## config.mk

```make
export PLATFORM = sky130hd
export DESIGN_NAME = bram_bus_bridge
export DESIGN_NICKNAME = d
export VERILOG_FILES = /design/src/rtl/bram_bridge_pkg.sv /design/src/rtl/bram_load_align.sv /design/src/rtl/bram_bus_bridge.sv
export SDC_FILE = /design/constraint.sdc
export NUM_CORES = 1
export LEC_CHECK = 0
export BUFFER_PORTS_ARGS = -buffer_cell sky130_fd_sc_hd__clkbuf_2
export CORE_ASPECT_RATIO = 0.7
export CORE_MARGIN = 2
export CORE_UTILIZATION = 44
export CTS_CLUSTER_DIAMETER = 30
export DETAILED_ROUTE_END_ITERATION = 8
export GPL_TIMING_DRIVEN = 0
export PLACE_DENSITY = 0.95
export RECOVER_POWER = 25
export SLEW_MARGIN = 20
export SYNTH_ARGS = -nofsm -noshare
export SYNTH_HDL_FRONTEND = slang
export SYNTH_SLANG_ARGS = --single-unit
```

## constraint.sdc

```tcl
create_clock -name clk -period 3.45 [get_ports clk]
set_input_delay 0.345 -clock clk [delete_from_list [all_inputs] [get_ports clk]]
set_output_delay 0.345 -clock clk [all_outputs]
set_load 0.02 [all_outputs]
```

## src/rtl/bram_bridge_pkg.sv

```systemverilog
// Shared types and constants for the BRAM bus bridge and the memory models
// that sit next to it.
package bram_bridge_pkg;

  typedef enum logic [1:0] {
    SZ_BYTE = 2'd0,
    SZ_HALF = 2'd1,
    SZ_WORD = 2'd2,
    SZ_RSVD = 2'd3
  } size_e;

  typedef enum logic [1:0] {
    StIdle,
    StRdata,
    StResp
  } state_e;

  // Canonical no-op instruction; memory models fill unwritten space with it.
  localparam logic [31:0] NOP = 32'h0000_0013;

endpackage

```

## src/rtl/bram_load_align.sv

```systemverilog
// Load lane extraction and sign/zero extension. Also used by the fetch path.
module bram_load_align
  import bram_bridge_pkg::*;
(
  input  logic [31:0] rdata_i,
  input  logic [1:0]  offset_i,
  input  size_e       size_i,
  input  logic        unsigned_i,
  output logic [31:0] result_o
);

  logic [15:0] shifted;
  logic        sign;

  always_comb begin
    shifted  = 16'(rdata_i >> {offset_i, 3'b000});
    sign     = 1'b0;
    result_o = rdata_i;
    case (size_i)
      SZ_BYTE: begin
        sign     = ~unsigned_i & shifted[7];
        result_o = {{24{sign}}, shifted[7:0]};
      end
      SZ_HALF: begin
        sign     = ~unsigned_i & shifted[15];
        result_o = {{16{sign}}, shifted[15:0]};
      end
      default: result_o = rdata_i;
    endcase
  end

endmodule

```

## src/rtl/bram_bus_bridge.sv

```systemverilog
// Single-outstanding load/store bridge onto a registered-read block RAM port.
// Define BRAM_BRIDGE_ACCESS_FAULT_EN to report misaligned/out-of-window accesses via rsp_err.
module bram_bus_bridge
  import bram_bridge_pkg::*;
#(
  parameter int unsigned AW = 14,
  parameter int unsigned DW = 32
) (
  input  logic          clk,
  input  logic          rst_n,
  input  logic          req_valid,
  output logic          req_ready,
  input  logic [31:0]   req_addr,
  input  logic          req_we,
  input  logic [1:0]    req_size,
  input  logic          req_unsigned,
  input  logic [DW-1:0] req_wdata,
  output logic          rsp_valid,
  input  logic          rsp_ready,
  output logic [DW-1:0] rsp_rdata,
  output logic          rsp_err,
  output logic          mem_en,
  output logic [3:0]    mem_we,
  output logic [AW-1:0] mem_addr,
  output logic [DW-1:0] mem_wdata,
  input  logic [DW-1:0] mem_rdata
);

  if (DW != 32) begin : g_dw_check
    $error("bram_bus_bridge: only DW=32 is supported");
  end

  state_e      state_q, state_d;
  logic [1:0]  off_q, off_d;
  size_e       size_q, size_d;
  logic        uns_q, uns_d;
  logic        rsp_valid_q, rsp_valid_d;
  logic [31:0] rsp_rdata_q, rsp_rdata_d;
  logic        rsp_err_q, rsp_err_d;

  size_e       req_sz;
  size_e       sz_n;
  logic [1:0]  off_n;
  logic        fault;
  logic        accept;
  logic        mem_go;
  logic [31:0] align_res;

  assign req_ready = (state_q == StIdle);
  // Gate with rst_n so no RAM cycle leaks out while reset is held.
  assign accept    = req_valid & req_ready & rst_n;
  assign mem_go    = accept & ~fault;

  // Decode the request: fault detection or forced alignment.
  always_comb begin
    req_sz = size_e'(req_size);
    fault  = 1'b0;
    sz_n   = req_sz;
    off_n  = req_addr[1:0];
`ifdef BRAM_BRIDGE_ACCESS_FAULT_EN
    fault = ((req_sz == SZ_HALF) && req_addr[0]) ||
            ((req_sz == SZ_WORD) && (req_addr[1:0] != 2'b00)) ||
            (req_sz == SZ_RSVD) ||
            (req_addr[31:AW] != '0);
`else
    case (req_sz)
      SZ_BYTE: off_n = req_addr[1:0];
      SZ_HALF: off_n = {req_addr[1], 1'b0};
      default: begin
        sz_n  = SZ_WORD;
        off_n = 2'b00;
      end
    endcase
`endif
  end

`ifndef BRAM_BRIDGE_ACCESS_FAULT_EN
  logic unused_addr_hi;
  assign unused_addr_hi = ^req_addr[31:AW];
`endif

  // RAM port is driven straight from the request during the accept cycle.
  always_comb begin
    mem_en    = mem_go;
    mem_addr  = req_addr[AW-1:0];
    mem_we    = 4'b0000;
    mem_wdata = req_wdata;
    case (sz_n)
      SZ_BYTE: begin
        mem_wdata = {4{req_wdata[7:0]}};
        if (mem_go && req_we) mem_we = 4'b0001 << off_n;
      end
      SZ_HALF: begin
        mem_wdata = {2{req_wdata[15:0]}};
        if (mem_go && req_we) mem_we = 4'b0011 << {off_n[1], 1'b0};
      end
      default: begin
        mem_wdata = req_wdata;
        if (mem_go && req_we) mem_we = 4'hF;
      end
    endcase
  end

  bram_load_align u_load_align (
    .rdata_i   (mem_rdata),
    .offset_i  (off_q),
    .size_i    (size_q),
    .unsigned_i(uns_q),
    .result_o  (align_res)
  );

  always_comb begin
    state_d     = state_q;
    off_d       = off_q;
    size_d      = size_q;
    uns_d       = uns_q;
    rsp_valid_d = rsp_valid_q;
    rsp_rdata_d = rsp_rdata_q;
    rsp_err_d   = rsp_err_q;
    case (state_q)
      StIdle: begin
        if (accept) begin
          rsp_rdata_d = '0;
          rsp_err_d   = 1'b0;
          if (fault) begin
            state_d     = StResp;
            rsp_valid_d = 1'b1;
            rsp_err_d   = 1'b1;
          end else if (req_we) begin
            state_d     = StResp;
            rsp_valid_d = 1'b1;
          end else begin
            state_d = StRdata;
            off_d   = off_n;
            size_d  = sz_n;
            uns_d   = req_unsigned;
          end
        end
      end
      StRdata: begin
        rsp_rdata_d = align_res;
        rsp_valid_d = 1'b1;
        state_d     = StResp;
      end
      StResp: begin
        if (rsp_ready) begin
          rsp_valid_d = 1'b0;
          state_d     = StIdle;
        end
      end
      default: state_d = StIdle;
    endcase
  end

  always_ff @(posedge clk or negedge rst_n) begin
    if (!rst_n) begin
      state_q     <= StIdle;
      off_q       <= 2'b00;
      size_q      <= SZ_BYTE;
      uns_q       <= 1'b0;
      rsp_valid_q <= 1'b0;
      rsp_rdata_q <= '0;
      rsp_err_q   <= 1'b0;
    end else begin
      state_q     <= state_d;
      off_q       <= off_d;
      size_q      <= size_d;
      uns_q       <= uns_d;
      rsp_valid_q <= rsp_valid_d;
      rsp_rdata_q <= rsp_rdata_d;
      rsp_err_q   <= rsp_err_d;
    end
  end

  assign rsp_valid = rsp_valid_q;
  assign rsp_rdata = rsp_rdata_q;
  assign rsp_err   = rsp_err_q;

endmodule

```

### Word level (Yosys, flattened, before mapping)

Cells that the tools add are included.

* bitwise logic cells: 6
* reductions and logical operators: 12
* mux-type cells: 18
* shifts and indexed selects: 3
* eq/ne operators: 8

Operators with widths (number)
* $pmux 32 s2: 3
* $mux 32: 1
* $shr 32x5->16: 1
* $mux 4: 3
* $eq 2x1->1 const B: 4
* $logic_not 2->1: 4
* $mux 2: 4
* $pmux 4 s2: 1
* $pmux 2 s3: 1
* $and 1x1->1: 4
* $ne 2x1->1 const B: 2
* $pmux 2 s2: 1
* $reduce_and 2->1: 2
* $reduce_and 4->1: 1
* $shl 1x2->4 const A: 1
* $shl 2x2->4 const A: 1
* $mux 1: 3
* $pmux 1 s3: 1
* $reduce_and 3->1: 1
* $reduce_bool 3->1: 1
* $eq 2x2->1 const B: 1
* $ne 2x2->1 const B: 1
* $not 1->1: 2
* $reduce_bool 2->1: 1
* 2 further kinds: 2

* word-level logic and storage cells: 53
* input bits: 104
* output and inout port bits: 86
* bits in registers: 40

### Longest topological paths before layout

Gate-level depths: netlist (run 1).

* depth in word-level cells: 6
* mapped depth: 6
* mapped depth without buffers: 5

### Cells and area by module

From an unflattened synthesis (run 1), not the netlist that was laid out.

* cell total of the unflattened synthesis: 296
* area, all modules: 2836.5 um2

Modules (own cells, without submodules)
* bram_bus_bridge: cells an instance 183, seq. area each 1001.0 um2, instances 1, area an instance 2095.8 um2
* bram_load_align: cells an instance 113, seq. area each 0.0 um2, instances 1, area an instance 740.7 um2

### Least setup slack after synthesis (run 1)

Ideal clock, no wire load.

* path kind: register -> output
* start: register state_q[1]
* end: output port mem_we[0]
* cell stages (with the launch flop): 6
* data required time: 3.105 ns
* arrival: 1.871 ns
* slack: 1.234 ns
* path buffers: 0
* path through: dfrtp_1 > nor2_1 > nand3_1 > inv_1 > nand2_1 > nor3b_1

* cells in the longest elaborated chain, start to end: 6
* elaborated cells on any way between the ends: 8
* classes of those cells: 4 x mux; 2 x bitwise; 2 x reduce/logical

Ends and longest elaborated chain
* start, declared: line bram_bus_bridge.sv:33 `state_e state_q, state_d;`
* start signal, assigned: line bram_bus_bridge.sv:157 `state_q <= StIdle;`
* start signal, assigned: line bram_bus_bridge.sv:165 `state_q <= state_d;`
* $logic_not 2->1 *: line bram_bus_bridge.sv:49 `assign req_ready = (state_q == StIdle);`
* named net req_ready: line bram_bus_bridge.sv:12 `output logic req_ready,`
* $and 1x1->1 * (2 in a row): line bram_bus_bridge.sv:51 `assign accept = req_valid & req_ready & rst_n;`
* named net mem_en: line bram_bus_bridge.sv:22 `output logic mem_en,`
* $logic_and 1x1->1 *: line bram_bus_bridge.sv:91, bram_bus_bridge.sv:95, bram_bus_bridge.sv:99
* $mux 4, on equally long branches: line bram_bus_bridge.sv:99, bram_bus_bridge.sv:91, bram_bus_bridge.sv:95
* $pmux 4 s2 *: line bram_bus_bridge.sv:88 `case (sz_n)`
* end, declared: line bram_bus_bridge.sv:23 `output logic [3:0] mem_we,`

Mark *: on every way through the listed nets, which the timed path passes. The rest lies on a longest branch.

### Final worst setup path (run 1)

* start: input port rst_n
* end: output port mem_we[0]

* cells in the longest elaborated chain, start to end: 4
* elaborated cells on any way between the ends: 6
* classes of those cells: 4 x mux; 1 x bitwise; 1 x reduce/logical

Ends and longest elaborated chain
* start, declared: line bram_bus_bridge.sv:10 `input logic rst_n,`
* $and 1x1->1 *: line bram_bus_bridge.sv:51
* $logic_and 1x1->1 *: line bram_bus_bridge.sv:91, bram_bus_bridge.sv:95, bram_bus_bridge.sv:99
* $mux 4, on equally long branches: line bram_bus_bridge.sv:99, bram_bus_bridge.sv:91, bram_bus_bridge.sv:95
* $pmux 4 s2 *: line bram_bus_bridge.sv:88

Every way passes the cells marked *; elsewhere a longest branch is shown, timed or not.

==> impl_metrics.csv, run 1 <==
group,metric,value,unit
run_status,status,"complete, no violations",
clock_tree,post_cts_resized,0,
clock_tree,cts_buffers,5,
sta,hold_viol,0,
clock_tree,cts_hold_buf,0,
yosys,syn_nets,392,
worst_setup_path,crit_path_max_incr_delay,700,ps
die,core-area,5730,um^2
worst_setup_path,worstPathCellList,"buf_2 > nand3_1 > inv_1 > nand2_1 > nor3b_1 > clkbuf_2",
worst_setup_path,cp-end-kind,"output port",
drt,drc,0,
die,ios,190,
yosys,avgSynthCellArea,9.03,um^2
power_and_ir_drop,p_leak,1.83,nW
finish,final_nets,557,
die,die_h,68.3,um
worst_setup_path,critPathBufInv,3,
global_route,grt_remaining_overflow,0,
finish,final_cells,529,
drt,drtAntennaViolNets,0,
yosys,ys_ff_latch,40,
clock_tree,cts_buffer_depth,2,
finish,num_antenna_cells,0,
clock_tree,clk_latency,290,ps
yosys,yosysSeqAreaShare,38.5,%
drt,totalWireLength,8600,um
clock_tree,cts_setup_buffers,0,
sta,slew_violations,0,
die,start_util,45.4,%
sta,period_needed,2510,ps
global_route,grt_antenna_before_repair,0,
sta,fin_skew,8.34,ps
sta,slew_headroom,37.7,%
drt,num_vias,2844,
place,gp_congestion,0.855,
yosys,ys_types,34,
global_route,grt_usage,24.2,%
sta,fin_crit_sh,72.9,%
die,die_area,6550,um^2
worst_setup_path,required,3110,ps
power_and_ir_drop,ir_worst_vdd,212,uV
clock_tree,cts_tree,"done",
yosys,synthCells,288,
sta,clock.fmax,0.398,GHz
die,die_width,95.9,um
drt,routedWlPerCell,16.3,um
worst_setup_path,critPathSlowestCell,"buf_2",
place,dp_hpwl,6820,um
sta,setup_viol,0,
worst_setup_path,critPathKind,"input port to output port",
clock_tree,cts.sinks,40,
job,maxCapViolCount,0,
power_and_ir_drop,powerDensity,474,nW/um^2
sta,worst_pin_slew,935,ps
sta,rsz0062_at_grt,"false",
worst_hold_path,hp-class,"input port to asynchronous set/reset pin",
finish,nFillCells,489,
clock_tree,clk_pin_slew,70,ps
drt,dr.pass1.iters,5,
place,place.port_buffers,158,
place,dpl_cell_area,3490,um^2
worst_setup_path,critPathArrivalTime,2170,ps
yosys,yosysWarnings,0,
yosys,synthesis.area,2600,um^2
worst_setup_path,critPathLaunchType,"input port",
worst_setup_path,crit_family,"buffers and inverters",
die,row_count,23,
clock_tree,h-tree-depth,2,
global_route,grt_pass1_vias,2476,
sta,whs,192,ps
global_route,grt_pass1_wl,12100,um
finish,register_area,1000,um^2
finish,layout_commonest_cell,"clkbuf_2",
worst_setup_path,cp_max_fo,43,
finish,layout-drive-gt1-share,46.0,%
finish,postLayoutCellArea,3570,um^2
finish,multi_input_area,1320,um^2
power_and_ir_drop,fin_total_pwr,1.69,mW
drt,viasPerCell,5.38,
finish,area_growth,37.1,%
clock_tree,cts_root_buf,"clkbuf_8",
finish,mostFrequentLayoutCells,"clkbuf_2, dfrtp_1, o21ai_0",
global_route,grt_max_degree,44,
drt,drt_iter0_markers,288,
place,dp_cells,521,
sta,finalSetupTns,0,ps
==> cell usage after synthesis <==
| cell | instances | area, um^2 |
|---|---|---|
| nor2_1 | 15 | 56.3 |
| nand3_1 | 3 | 15.0 |
| o41ai_1 | 1 | 8.76 |
| nand2b_1 | 9 | 56.3 |
| o22ai_1 | 1 | 6.26 |
| a31oi_1 | 1 | 6.26 |
| a21oi_1 | 21 | 105 |
| o21ai_2 | 1 | 8.76 |
| buf_4 | 23 | 173 |
| mux4_2 | 1 | 22.5 |
| a221oi_1 | 2 | 17.5 |
| dfrtp_1 | 40 | 1000 |
| nor3b_1 | 1 | 7.51 |
| o21ai_1 | 9 | 45.0 |
| inv_1 | 8 | 30.0 |
| o21ai_0 | 33 | 165 |
| nand2_1 | 24 | 90.1 |
| nor2b_4 | 1 | 13.8 |
| buf_6 | 2 | 22.5 |
| a21oi_4 | 1 | 16.3 |
| mux2i_1 | 18 | 180 |
| or2_2 | 1 | 6.26 |
| mux2_2 | 18 | 203 |
| nor2b_1 | 3 | 18.8 |
| o211ai_1 | 7 | 52.6 |
| clkbuf_1 | 10 | 37.5 |
| o2bb2ai_1 | 1 | 8.76 |
| a22oi_1 | 24 | 180 |
| buf_1 | 2 | 7.51 |
| nor2_2 | 1 | 6.26 |
| conb_1 | 1 | 3.75 |
| nand3b_1 | 1 | 7.51 |
| o21bai_1 | 1 | 7.51 |
| buf_2 | 3 | 15.0 |
==> area by class of cell <==
class | count | share of cell area [%]
multi-input combinational | 200 | 36.9
tap | 75 | 2.63
timing repair buffer | 158 | 21.9
sequential | 40 | 28.1
clock buffer | 8 | 2.53
buffer | 40 | 7.16
inverter | 8 | 0.842
==> path summary, 6_finish.rpt <==
path	startpoint	to	slack, ps	depth (start not counted)
worst max-delay path	rst_n	mem_we[0]	940	6
worst min-delay path	rst_n	rsp_rdata[1]$_DFFE_PN0P_	190	1
worst max register to register	size_q[1]$_DFFE_PN0P_	rsp_rdata[13]$_DFFE_PN0P_	1630	6
worst min register to register	rsp_rdata[3]$_DFFE_PN0P_	rsp_rdata[3]$_DFFE_PN0P_	490	2
max in group asynchronous	rst_n	rsp_rdata[31]$_DFFE_PN0P_	2670	1
min in group clk	rsp_ready	state_q[1]$_DFFE_PN0P_	240	2
==> metal layers <==
metal | global-route usage [%] | up-vias | share of wire, %
met5 | 0 | - | 0
met4 | 3.04 | 0 | 0.51
met3 | 7.49 | 10 | 9.6
met2 | 36.3 | 149 | 47
met1 | 35.2 | 1346 | 43
li1 | - | 1339 | -
==> flip-flops by register name, summed over array words and instances, names as in the netlist <==
| name | cells |
|---|---|
| state_q | 2 |
| rsp_valid | 1 |
| size_q | 2 |
| rsp_rdata | 32 |
| off_q | 2 |
| uns_q | 1 |
==> power breakdown <==
part / internal [mW] / switching [mW]
logic: 0.283 / 0.469
clock network: 0.163 / 0.159
registers: 0.560 / 0.0579
==> logic make-up (layout without fill, tap and decap cells) <==
| family | Yosys count | count (layout) | share of synthesized area [%] |
|---|---|---|---|
| AND/OR/NAND/NOR | 59 | 59 | 10.7 |
| AO/OA/AOI/OAI | 103 | 103 | 24.1 |
| flip-flops | 40 | 40 | 38.5 |
| multiplexers | 37 | 37 | 15.6 |
| buffers and inverters | 48 | 214 | 11.0 |
| other | 1 | 1 | 0.144 |
==> through the flow <==
| stage | worst slack (ps) | utilization, % |
|---|---|---|
| 2_1_floorplan | 1230 | - |
| 3_3_place_gp | 857 | 60.9 |
| 3_5_place_dp | 792 | 60.9 |
| 4_1_cts | 777 | 62.4 |
| 5_1_grt | 696 | 62.3 |
| 6_report | 936 | 62.3 |
(Power assumes the default switching activity.)
==> run 2: changes to the inputs <==
--- a/config.mk
+++ b/config.mk
@@ -8,11 +8,11 @@
 export BUFFER_PORTS_ARGS = -buffer_cell sky130_fd_sc_hd__clkbuf_2
 export CORE_ASPECT_RATIO = 0.7
 export CORE_MARGIN = 2
-export CORE_UTILIZATION = 44
+export CORE_UTILIZATION = 37
 export CTS_CLUSTER_DIAMETER = 30
 export DETAILED_ROUTE_END_ITERATION = 8
 export GPL_TIMING_DRIVEN = 0
-export PLACE_DENSITY = 0.95
+export PLACE_DENSITY = 0.86
 export RECOVER_POWER = 25
 export SLEW_MARGIN = 20
 export SYNTH_ARGS = -nofsm -noshare
==> constraint.sdc (replaced) <==
create_clock -name clk -period 2.2 [get_ports clk]
set_input_delay 0.22 -clock clk [delete_from_list [all_inputs] [get_ports clk]]
set_output_delay 0.22 -clock clk [all_outputs]
set_load 0.02 [all_outputs]
==> run 2 against run 1 <==
  * Sequential power up 57%
  * Global-route usage down 2.6 points
  * Via count up 2.7%
  * Power up 58%
  * First-iteration DRC count down 20%
  * Worst hold slack worse by 70 ps
==> impl_metrics.csv, run 2 (same netlist as run 1, synthesis figures left out) <==
group,metric,value,unit
power_and_ir_drop,ir_worst_vdd,306,uV
clock_tree,cts_buffer_depth,2,
place,post-place-ws,-201,ps
worst_setup_path,required,1980,ps
die,die_area,7730,um^2
drt,totalWireLength,8990,um
drt,drt_iter0_markers,231,
sta,fin_crit_sh,92.0,%
drt,wl_met3,668,um
clock_tree,cts_buffers,5,
power_and_ir_drop,seq_power_share,36.3,%
sta,clock.fmax,0.494,GHz
sta,rsz0062_at_grt,"false",
worst_hold_path,hold_path_depth,2,
power_and_ir_drop,clockPowerShare,19.7,%
worst_setup_path,critPathArrivalTime,1800,ps
worst_hold_path,holdCritStartpoint,"rsp_ready",
die,row_count,25,
worst_setup_path,crit_path_start,"state_q[1]$_DFFE_PN0P_",
place,dpl_cell_area,3510,um^2
worst_setup_path,cp_max_fo,7,
drt,routedWlPerCell,16.3,um
sta,worst_pin_slew,1010,ps
worst_hold_path,min_to,"state_q[1]$_DFFE_PN0P_",
drt,drtAntennaViolNets,0,
finish,area_growth,38.8,%
drt,drt-met1-wl,3960,um
die,start_util,38.3,%
clock_tree,clk_latency,300,ps
sta,fin_skew,8.23,ps
die,die_width,104,um
finish,num_antenna_cells,0,
clock_tree,cts_tree,"done",
clock_tree,cts_root_buf,"clkbuf_8",
job,maxCapViolCount,0,
worst_hold_path,hp-class,"input port to flip-flop",
sta,finalWorstSetupSlack,175,ps
drt,top_layer,"met4",
die,die_h,74.2,um
finish,mostFrequentLayoutCells,"clkbuf_2, dfrtp_1, o21ai_0",
finish,postLayoutCellArea,3610,um^2
power_and_ir_drop,p_int,1.58,mW
worst_setup_path,critPathKind,"flip-flop to output port",
place,gp_congestion,0.879,
finish,final_core_util,53.2,%
worst_setup_path,critPathSlowestCell,"dfrtp_1",
finish,final_nets,559,
power_and_ir_drop,p_sw,1.10,mW
global_route,grt_pass1_wl,13200,um
drt,viasPerCell,5.31,
finish,largest_reg_flops,32,
power_and_ir_drop,p_leak,1.82,nW
global_route,grt_pass1_vias,2610,
finish,layout_commonest_cell,"clkbuf_2",
finish,layout-drive-gt1-share,45.4,%
sta,period_needed,2020,ps
clock_tree,clk_pin_slew,90,ps
sta,setup_viol,0,
clock_tree,h-tree-depth,2,
die,ios,190,
global_route,grt_max_degree,41,
worst_setup_path,rr_worst_depth,6,
power_and_ir_drop,powerDensity,742,nW/um^2
drt,dr.pass1.iters,5,
power_and_ir_drop,comb_power_share,44.1,%
die,core-area,6790,um^2
worst_setup_path,crit_path_max_incr_delay,450,ps
worst_setup_path,cp-end-kind,"output port",
clock_tree,cts.sinks,40,
drt,num_vias,2921,
drt,drc,0,
place,place.port_buffers,158,
power_and_ir_drop,p_sw_share,41.2,%
worst_setup_path,worstPathCellList,"nor2_1 > nand3_1 > inv_1 > nand2_1 > nor3b_1 > clkbuf_2",
sta,slew_headroom,32.7,%
global_route,grt_usage,21.6,%
sta,finalSetupTns,0,ps
sta,hold_viol,0,
worst_setup_path,r2r_slack,350,ps
global_route,grt_remaining_overflow,0,
worst_setup_path,critPathLaunchType,"flip-flop",
clock_tree,cts_setup_buffers,0,
drt,dr_wl_met2,4320,um
worst_setup_path,r2r_end,"rsp_rdata[11]$_DFFE_PN0P_",
run_status,status,"complete, no violations",
worst_setup_path,rr_startpoint,"size_q[1]$_DFFE_PN0P_",
place,dp_hpwl,7090,um
sta,slew_violations,0,
global_route,grt_antenna_before_repair,0,
[run 2: cell type report]
type / count / area, um^2
Multi-Input combinational cell: 200 / 1320
Clock inverter: 2 / 15.0
Tap cell: 94 / 118
Timing Repair Buffer: 160 / 793
Sequential cell: 40 / 1000
Fill cell: 666 / 3180
Clock buffer: 6 / 82.6
Buffer: 40 / 255
Inverter: 8 / 30.0
[run 2: per-layer routing]
| metal | global-route usage (%) | up-vias |
|---|---|---|
| met5 | 0 | - |
| met2 | 34.2 | 145 |
| met3 | 5.00 | 5 |
| li1 | - | 1349 |
| met4 | 4.20 | 0 |
| met1 | 30.7 | 1422 |
[run 2: metrics by stage]
| stage | cells | hold slack [ps] | power (mW) |
|---|---|---|---|
| 3_3_place_gp | 540 | 413 | 2.12 |
| 3_5_place_dp | 540 | 441 | 2.15 |
| 6_report | 550 | 122 | 2.68 |
| 5_1_grt | 550 | 127 | 2.83 |
| 4_1_cts | 550 | 123 | 2.69 |
| 2_1_floorplan | 288 | -75.6 | 1.73 |
[run 2: timing repair]
item | 4_1_cts | 5_1_grt
hold buffers | 2 | 0
resized for setup | 1 | 0
hold endpoints to repair | 40 | 0
setup endpoints to repair | 4 | 0
[run 2: worst max-delay path by stage]
| stage | to | slack [ps] | depth (start not counted) |
|---|---|---|---|
| after floorplan | mem_we[0] | 110 | 5 |
| after global placement | mem_we[0] | -130 | 6 |
| after detailed placement | mem_we[0] | -200 | 6 |
| after CTS | mem_we[0] | 170 | 6 |
| after global routing | mem_we[0] | 30 | 6 |
| final | mem_we[0] | 180 | 6 |
[run 2: power by group through the flow]
stage	sequential (mW)	combinational, mW	clock, mW
6_report	0.971	1.18	0.527
5_1_grt	0.988	1.27	0.570
4_1_cts	0.970	1.18	0.537
3_5_place_dp	0.985	1.17	0
3_3_place_gp	0.977	1.14	0
2_1_floorplan	1.12	0.609	0
[run 2: critical path, delay by kind of cell, from the launching register on]
| kind | cells | cell delay [ps] |
|---|---|---|
| and+or+nand+nor | 4 | 720 |
| DFF | 1 | 450 |
| buffers and inverters | 2 | 330 |
